--- src/rtl/aes_dec_key_streamer_pkg.sv ---
// Shared AES-128 definitions for the decrypt key streamer: sizes, FSM encoding,
// S-box, Rcon and InvMixColumns helpers.
package aes_dec_key_streamer_pkg;

    localparam int unsigned KEY_WIDTH = 128;
    localparam int unsigned NR        = 10;
    localparam int unsigned IDX_W     = 4;

    typedef enum logic [1:0] {
        IDLE   = 2'b00,
        EXPAND = 2'b01,
        STREAM = 2'b10
    } state_e;

    // Forward S-box, byte 0x00 in the most significant byte.
    localparam logic [2047:0] SBOX_TBL = {
        128'h637c777bf26b6fc53001672bfed7ab76, 128'hca82c97dfa5947f0add4a2af9ca472c0,
        128'hb7fd9326363ff7cc34a5e5f171d83115, 128'h04c723c31896059a071280e2eb27b275,
        128'h09832c1a1b6e5aa0523bd6b329e32f84, 128'h53d100ed20fcb15b6acbbe394a4c58cf,
        128'hd0efaafb434d338545f9027f503c9fa8, 128'h51a3408f929d38f5bcb6da2110fff3d2,
        128'hcd0c13ec5f974417c4a77e3d645d1973, 128'h60814fdc222a908846eeb814de5e0bdb,
        128'he0323a0a4906245cc2d3ac629195e479, 128'he7c8376d8dd54ea96c56f4ea657aae08,
        128'hba78252e1ca6b4c6e8dd741f4bbd8b8a, 128'h703eb5664803f60e613557b986c11d9e,
        128'he1f8981169d98e949b1e87e9ce5528df, 128'h8ca1890dbfe6426841992d0fb054bb16
    };

    // Byte x sits at bits [2047-8x -: 8]; 2047-8x == {~x, 3'b111} in 11 bits.
    function automatic logic [7:0] sbox(input logic [7:0] x);
        return SBOX_TBL[{~x, 3'b111} -: 8];
    endfunction

    function automatic logic [7:0] rcon_of(input logic [IDX_W-1:0] r);
        logic [7:0] rc;
        case (r)
            4'd1:    rc = 8'h01;
            4'd2:    rc = 8'h02;
            4'd3:    rc = 8'h04;
            4'd4:    rc = 8'h08;
            4'd5:    rc = 8'h10;
            4'd6:    rc = 8'h20;
            4'd7:    rc = 8'h40;
            4'd8:    rc = 8'h80;
            4'd9:    rc = 8'h1b;
            4'd10:   rc = 8'h36;
            default: rc = 8'h00;
        endcase
        return rc;
    endfunction

    function automatic logic [7:0] xtime(input logic [7:0] a);
        return {a[6:0], 1'b0} ^ (a[7] ? 8'h1b : 8'h00);
    endfunction

    // One InvMixColumns column; byte 0 is the top row (most significant byte).
    function automatic logic [31:0] inv_mix_col(input logic [31:0] col);
        logic [7:0] s [4];
        logic [7:0] m9 [4];
        logic [7:0] mb [4];
        logic [7:0] md [4];
        logic [7:0] me [4];
        logic [7:0] x2, x4, x8;
        for (int j = 0; j < 4; j++) begin
            s[j]  = col[31-8*j -: 8];
            x2    = xtime(s[j]);
            x4    = xtime(x2);
            x8    = xtime(x4);
            m9[j] = x8 ^ s[j];
            mb[j] = x8 ^ x2 ^ s[j];
            md[j] = x8 ^ x4 ^ s[j];
            me[j] = x8 ^ x4 ^ x2;
        end
        return {me[0] ^ mb[1] ^ md[2] ^ m9[3],
                m9[0] ^ me[1] ^ mb[2] ^ md[3],
                md[0] ^ m9[1] ^ me[2] ^ mb[3],
                mb[0] ^ md[1] ^ m9[2] ^ me[3]};
    endfunction

    function automatic logic [KEY_WIDTH-1:0] inv_mix_columns(input logic [KEY_WIDTH-1:0] k);
        return {inv_mix_col(k[127:96]), inv_mix_col(k[95:64]),
                inv_mix_col(k[63:32]),  inv_mix_col(k[31:0])};
    endfunction

endpackage

--- src/rtl/aes_dec_key_streamer_if.sv ---
// Round-key stream: rk_valid/rk_ready handshake carrying rk_data and rk_index.
//   master: producer (key streamer)   slave: consumer (inverse-cipher datapath)
interface aes_dec_key_streamer_if;
    import aes_dec_key_streamer_pkg::*;

    logic                 rk_valid;
    logic                 rk_ready;
    logic [KEY_WIDTH-1:0] rk_data;
    logic [IDX_W-1:0]     rk_index;

    modport master (output rk_valid, output rk_data, output rk_index, input rk_ready);
    modport slave  (input rk_valid, input rk_data, input rk_index, output rk_ready);
endinterface

--- src/rtl/aes_dec_key_streamer_key_round.sv ---
// Single AES-128 key-expansion step (combinational).
//   prev_key   : round key r-1
//   rcon       : round constant for round r
//   next_key_c : round key r
module aes_key_round
    import aes_dec_key_streamer_pkg::*;
(
    input  logic [KEY_WIDTH-1:0] prev_key,
    input  logic [7:0]           rcon,
    output logic [KEY_WIDTH-1:0] next_key_c
);

    logic [31:0] w0, w1, w2, w3, temp, n0, n1, n2, n3;

    assign w0 = prev_key[127:96];
    assign w1 = prev_key[95:64];
    assign w2 = prev_key[63:32];
    assign w3 = prev_key[31:0];

    // RotWord then SubWord, Rcon folded into the leading byte.
    assign temp = {sbox(w3[23:16]) ^ rcon, sbox(w3[15:8]), sbox(w3[7:0]), sbox(w3[31:24])};

    assign n0 = w0 ^ temp;
    assign n1 = w1 ^ n0;
    assign n2 = w2 ^ n1;
    assign n3 = w3 ^ n2;

    assign next_key_c = {n0, n1, n2, n3};

endmodule

--- src/rtl/aes_dec_key_streamer.sv ---
// AES-128 decrypt key streamer: expands the cipher key into an 11-entry bank, one
// round per cycle, then streams round keys 10..0 over a valid/ready handshake.
// Optional macro INV_MIXCOL_KEY_EN: keys for indices 9..1 are streamed as
// InvMixColumns(key) (equivalent inverse cipher form).
//   clk, rst : clock, asynchronous active-low reset
//   start,key: run request (taken only in IDLE) and cipher key sampled with it
//   busy     : high while expanding or streaming
//   done     : one-cycle pulse after round 0 is accepted
//   rk_if    : round-key stream (master side)
module aes_dec_key_streamer
    import aes_dec_key_streamer_pkg::*;
(
    input  logic                   clk,
    input  logic                   rst,
    input  logic                   start,
    input  logic [KEY_WIDTH-1:0]   key,
    output logic                   busy,
    output logic                   done,
    aes_dec_key_streamer_if.master rk_if
);

    state_e               state_q, state_d;
    logic [IDX_W-1:0]     round_q, round_d;
    logic                 valid_q, valid_d;
    logic [KEY_WIDTH-1:0] data_q, data_d;
    logic [IDX_W-1:0]     index_q, index_d;
    logic                 busy_d, done_d;

    logic [KEY_WIDTH-1:0] bank_q [NR+1];
    logic                 bank_we_c;
    logic [IDX_W-1:0]     bank_waddr_c;
    logic [KEY_WIDTH-1:0] bank_wdata_c;

    logic [IDX_W-1:0]     prev_idx_c, next_idx_c;
    logic [KEY_WIDTH-1:0] next_key_c, stream_key_c;

    // Read ports clamped so index 0 never wraps out of the bank.
    assign prev_idx_c = (round_q == '0) ? '0 : round_q - IDX_W'(1);
    assign next_idx_c = (index_q == '0) ? '0 : index_q - IDX_W'(1);

    aes_key_round u_key_round (
        .prev_key   (bank_q[prev_idx_c]),
        .rcon       (rcon_of(round_q)),
        .next_key_c (next_key_c)
    );

    // Key offered after a handshake; round 10 is loaded straight from the expander.
`ifdef INV_MIXCOL_KEY_EN
    assign stream_key_c = (next_idx_c == '0) ? bank_q[next_idx_c]
                                             : inv_mix_columns(bank_q[next_idx_c]);
`else
    assign stream_key_c = bank_q[next_idx_c];
`endif

    // Next-state and next-output logic.
    always_comb begin
        state_d      = state_q;
        round_d      = round_q;
        valid_d      = valid_q;
        data_d       = data_q;
        index_d      = index_q;
        done_d       = 1'b0;
        bank_we_c    = 1'b0;
        bank_waddr_c = round_q;
        bank_wdata_c = next_key_c;

        case (state_q)
            IDLE: begin
                // The done cycle is still IDLE but must not accept a new start.
                if (start && !done) begin
                    bank_we_c    = 1'b1;
                    bank_waddr_c = '0;
                    bank_wdata_c = key;
                    round_d      = IDX_W'(1);
                    state_d      = EXPAND;
                end
            end
            EXPAND: begin
                bank_we_c = 1'b1;
                round_d   = round_q + IDX_W'(1);
                if (round_q == IDX_W'(NR)) begin
                    round_d = '0;
                    state_d = STREAM;
                    valid_d = 1'b1;
                    data_d  = next_key_c;
                    index_d = IDX_W'(NR);
                end
            end
            STREAM: begin
                if (rk_if.rk_ready) begin
                    if (index_q != '0) begin
                        index_d = next_idx_c;
                        data_d  = stream_key_c;
                    end else begin
                        valid_d = 1'b0;
                        data_d  = '0;
                        index_d = '0;
                        done_d  = 1'b1;
                        state_d = IDLE;
                    end
                end
            end
            default: state_d = IDLE;
        endcase

        busy_d = (state_d != IDLE);
    end

    // State and registered outputs.
    always_ff @(posedge clk or negedge rst) begin
        if (!rst) begin
            state_q <= IDLE;
            round_q <= '0;
            valid_q <= 1'b0;
            data_q  <= '0;
            index_q <= '0;
            busy    <= 1'b0;
            done    <= 1'b0;
        end else begin
            state_q <= state_d;
            round_q <= round_d;
            valid_q <= valid_d;
            data_q  <= data_d;
            index_q <= index_d;
            busy    <= busy_d;
            done    <= done_d;
        end
    end

    // Round-key bank; contents are always rewritten before being offered.
    always_ff @(posedge clk) begin
        if (bank_we_c) begin
            bank_q[bank_waddr_c] <= bank_wdata_c;
        end
    end

    assign rk_if.rk_valid = valid_q;
    assign rk_if.rk_data  = data_q;
    assign rk_if.rk_index = index_q;

endmodule

--- src/flat_wrapper.sv ---
// flat-port wrapper written by rule: the top's interface ports become plain ports
module aes_dec_key_streamer_flat import aes_dec_key_streamer_pkg::*;
  (clk, rst, start, key, busy, done, rk_if_rk_valid, rk_if_rk_data, rk_if_rk_index, rk_if_rk_ready);
  aes_dec_key_streamer_if rk_if_i ();
  input  logic clk;
  input  logic rst;
  input  logic start;
  input  logic [KEY_WIDTH-1:0] key;
  output logic busy;
  output logic done;
  output wire logic [$bits(rk_if_i.rk_valid)-1:0] rk_if_rk_valid;
  output wire logic [$bits(rk_if_i.rk_data)-1:0] rk_if_rk_data;
  output wire logic [$bits(rk_if_i.rk_index)-1:0] rk_if_rk_index;
  input wire logic [$bits(rk_if_i.rk_ready)-1:0] rk_if_rk_ready;
  assign rk_if_rk_valid = rk_if_i.rk_valid;
  assign rk_if_rk_data = rk_if_i.rk_data;
  assign rk_if_rk_index = rk_if_i.rk_index;
  assign rk_if_i.rk_ready = rk_if_rk_ready;
  aes_dec_key_streamer u_core (.clk(clk), .rst(rst), .start(start), .key(key), .busy(busy), .done(done), .rk_if(rk_if_i));
endmodule
--- config.mk ---
export PLATFORM = sky130hd
export DESIGN_NAME = aes_dec_key_streamer_flat
export DESIGN_NICKNAME = d
export VERILOG_FILES = /design/src/rtl/aes_dec_key_streamer_pkg.sv /design/src/rtl/aes_dec_key_streamer_if.sv /design/src/rtl/aes_dec_key_streamer_key_round.sv /design/src/rtl/aes_dec_key_streamer.sv /design/src/flat_wrapper.sv
export SDC_FILE = /design/constraint.sdc
export NUM_CORES = 2
export LEC_CHECK = 0
export CAP_MARGIN = 10
export CORE_MARGIN = 4
export CORE_UTILIZATION = 44
export DETAILED_ROUTE_END_ITERATION = 16
export SYNTH_ARGS = -nofsm -noshare
export SYNTH_HDL_FRONTEND = slang
export SYNTH_SLANG_ARGS = --single-unit
--- constraint.sdc ---
create_clock -name clk -period 33.4 [get_ports clk]
set_input_delay 3.34 -clock clk [delete_from_list [all_inputs] [get_ports clk]]
set_output_delay 3.34 -clock clk [all_outputs]
set_load 0.005 [all_outputs]
==> out/results.tsv <==
stage	metric	value	unit
synth	async_reset_ff_frac	0.09103	
timing	rsz0062_at_grt	false	
layout	seq_area	0.04582	mm^2
worst_setup_path	critical_path.cell_chain	inv_1, ha_1, or3b_4, nand2_8, buf_4, o221a_1, o22a_1, nand2_1, buf_4, inv_1, ha_1, inv_1, nand3_1, a21oi_1, o32ai_1, a221oi_2, a2111oi_4, xnor2_2, xor2_1, xnor2_2, xnor2_1, a21oi_1	
layout	layout_common_cells	1,723 x nand2_1, 1,408 x edfxtp_1, 785 x a21oi_1	
placed_design	gp_congestion	1.050	
layout	layout.nets	9339	
synth	yosys.cell_types.count	126	
timing	slew_viol_final	0	
clock_network	root_buffer	clkbuf_16	
timing	finalSetupViolCount	0	
floorplan	std_cell_rows	167	
layout	layout_commonest_cell	nand2_1	
drt	avgViaCountPerCell	7.236	
clock_network	clock_latency	880	ps
worst_setup_path	cp-start-kind	register	
drt	detail-route-antenna-nets	0	
synth	syn_avg_cell_area	9.788	um^2
synth	synth-edff-count	1408	
timing	relSlewSlack	0.04901	
clock_network	cts_sinks	1549	
status	status	complete, no violations	
worst_setup_path	path_max_fanout	98	
synth	yosysSeqAreaShare	0.5011	
synth	syn-num-nets	9535	
synth	syn_inst	9339	
floorplan	core-area	0.2069	mm^2
floorplan	die-height	463.8	um
clock_network	cts_tree	done	
timing	final.min_clock_period	10770	ps
worst_hold_path	hold_path_class	reg -> reg	
layout	syn2layout_area_growth	11.31	%
clock_network	post_cts.repair.setup_buffers	0	
grt	grt_max_degree	155	
floorplan	die_x	463.8	um
synth	ys_seq_elements	1549	
synth	syn-cell-area	0.09141	mm^2
worst_hold_path	min_from	u_core.rk_if.rk_data[100]	
worst_setup_path	endpoint_kind	register	
timing	finalCritPeriodShare	0.3224	
worst_setup_path	reg2reg_from	u_core.round_q[1]	
run	drv_cap	0	
placed_design	numPortBuffers	266	
layout	fillers	18860	
floorplan	die-area	0.2151	mm^2
grt	overflow	0	
timing	final.setup.tns	0	ps
drt	wl	444700	um
clock_network	hold_buffers	0	
drt	drtIter0Drc	15070	
timing	hold_viol	0	
floorplan	initial_core_util	0.4419	
layout	multi_input_area	0.04161	mm^2
grt	grt_pass1_vias	81290	
worst_setup_path	crit_top_cell	inv_1	
timing	fmax	92.87	MHz
worst_setup_path	crit_start	u_core.round_q[1]	
grt	grt_usage	0.3963	
floorplan	io_pins	267	
worst_setup_path	critPathSlowestCell	ha_1	
drt	drc	0	
clock_network	cts.clk_slew.worst_paths	60	ps
clock_network	htree_levels	4	
worst_setup_path	cp_data_arrival_time	11300	ps
layout	drive_above_1_share	0.08890	
clock_network	cts_resized	0	
clock_network	clockBufferDepth	3	
placed_design	dp_hpwl	271000	um
worst_setup_path	crit_required	33940	ps
drt	wl_per_cell	37.06	um
grt	antenna_found_initial	24	
timing	fin_skew	57.23	ps
grt	grt_pass1_wl	620400	um
clock_network	numCtsBuffers	171	
synth	synth-main-ff-cell	edfxtp_1	
timing	tightest_slew	1415	ps
drt	first_pass_iters	7	
synth	yosys_warnings	0	
drt	vias	86840	
worst_setup_path	critPathMaxStageDelay	780	ps
worst_setup_path	critPathKind	reg -> reg	
cell type report:
type | count | area share
flip-flops and latches | 1549 | 0.4503
multi-input cells | 6801 | 0.4090
repair buffers | 552 | 0.04893
clock buffers | 247 | 0.04718
well taps | 2704 | 0.03325
clock inverters | 74 | 0.008608
inverters | 68 | 0.002619
diodes | 7 | 0.0001722
synthesized netlist by cell type, types with 27 or more instances:
cell type  instances  area, um^2
xor2_1            37       324.1
buf_2            284        1421
ha_1              64       800.8
or3_1             27       168.9
clkbuf_1         441        1655
dfrtp_1          141        3528
mux2_2            32       360.4
inv_1             53       198.9
o211ai_1         114       855.8
a311oi_1         304        2663
nor3_1           171       855.8
a31oi_1          238        1489
a2111oi_0         32       280.3
xnor2_1          122        1069
and2_1           182        1139
mux4_2            45        1013
mux2i_1          120        1201
nand2_1         1731        6497
edfxtp_1        1408       42280
o21ai_0          502        2512
buf_4             72       540.5
nor2_1           474        1779
a21oi_1          791        3959
o31ai_1           42       315.3
a211oi_1         414        3108
o22ai_1           57       356.6
and3_1            71       444.2
o2111ai_1         28       245.2
buf_1            106       397.9
a211o_1           28       245.2
o21ai_1           49       245.2
o221ai_1          39       341.6
nand3_1          272        1361
a221oi_1         221        1936
o311ai_0          27       236.5
per-layer routing:
metal  track usage  vias up  wire (um)
met1        0.5303    43150     168600
met3        0.1109     1248      58690
li1              -    35470          -
met4        0.2265       22      29390
met2        0.5767     6955     187900
met5             0        -        149
worst max-delay path, delay by kind of cell, from the launching register on:
kind	cells	cell delay (ps)
compound gates	7	2790
xor+xnor	4	1770
fa+ha+maj	2	1470
buf+inv	5	2050
flops	1	550
simple gates	4	1630
cells by family (layout without fill, tap and decap cells):
kind of cell / count (synthesis) / in the layout / share of synthesized area
compound gates: 3257 / 3257 / 0.2446
xor+xnor: 187 / 187 / 0.02082
fa+ha+maj: 65 / 65 / 0.008869
buf+inv: 989 / 941 / 0.04888
flops: 1549 / 1549 / 0.5011
mux: 198 / 198 / 0.02829
other cells: 0 / 7 / 0
simple gates: 3094 / 3094 / 0.1474
flip-flops by register name, indices dropped and copies added, names as in the netlist:
register	count
u_core.done	1
u_core.busy	1
u_core.state_q	2
u_core.bank_q	1408
u_core.rk_if.rk_data	128
u_core.rk_if.rk_valid	1
u_core.rk_if.rk_index	4
u_core.round_q	4
stage by stage:
stage                 util  cell area [um^2]  setup WS (ps)  hold slack [ps]  instances
detailed placement  0.4642             96020          23070            478.8      11670
global route        0.4918            101700          22380            505.0      12000
global placement    0.4642             96010          22960            468.6      11670
floorplan                -             91410          17530            473.3       9339
CTS                 0.4916            101700          23010            492.8      11990
finish              0.4919            101800          22630            484.3      12000
worst paths after layout:
| kind | end | slack [ps] | depth (start not counted) |
|---|---|---|---|
| setup reg to reg | u_core.bank_q[10][25] | 22630 | 22 |
| min in group asynchronous | u_core.rk_if.rk_data[32] | 2440 | 1 |
| setup / recovery | u_core.bank_q[10][25] | 22630 | 22 |
| hold / removal | u_core.rk_if.rk_data[100] | 480 | 2 |
| max in group asynchronous | u_core.round_q[0] | 28680 | 3 |
| hold reg to reg | u_core.rk_if.rk_data[100] | 480 | 2 |
Power is left out: the tool's default activity adds up to more than one toggle a clock period on the data nets, which glitch-free logic cannot reach.
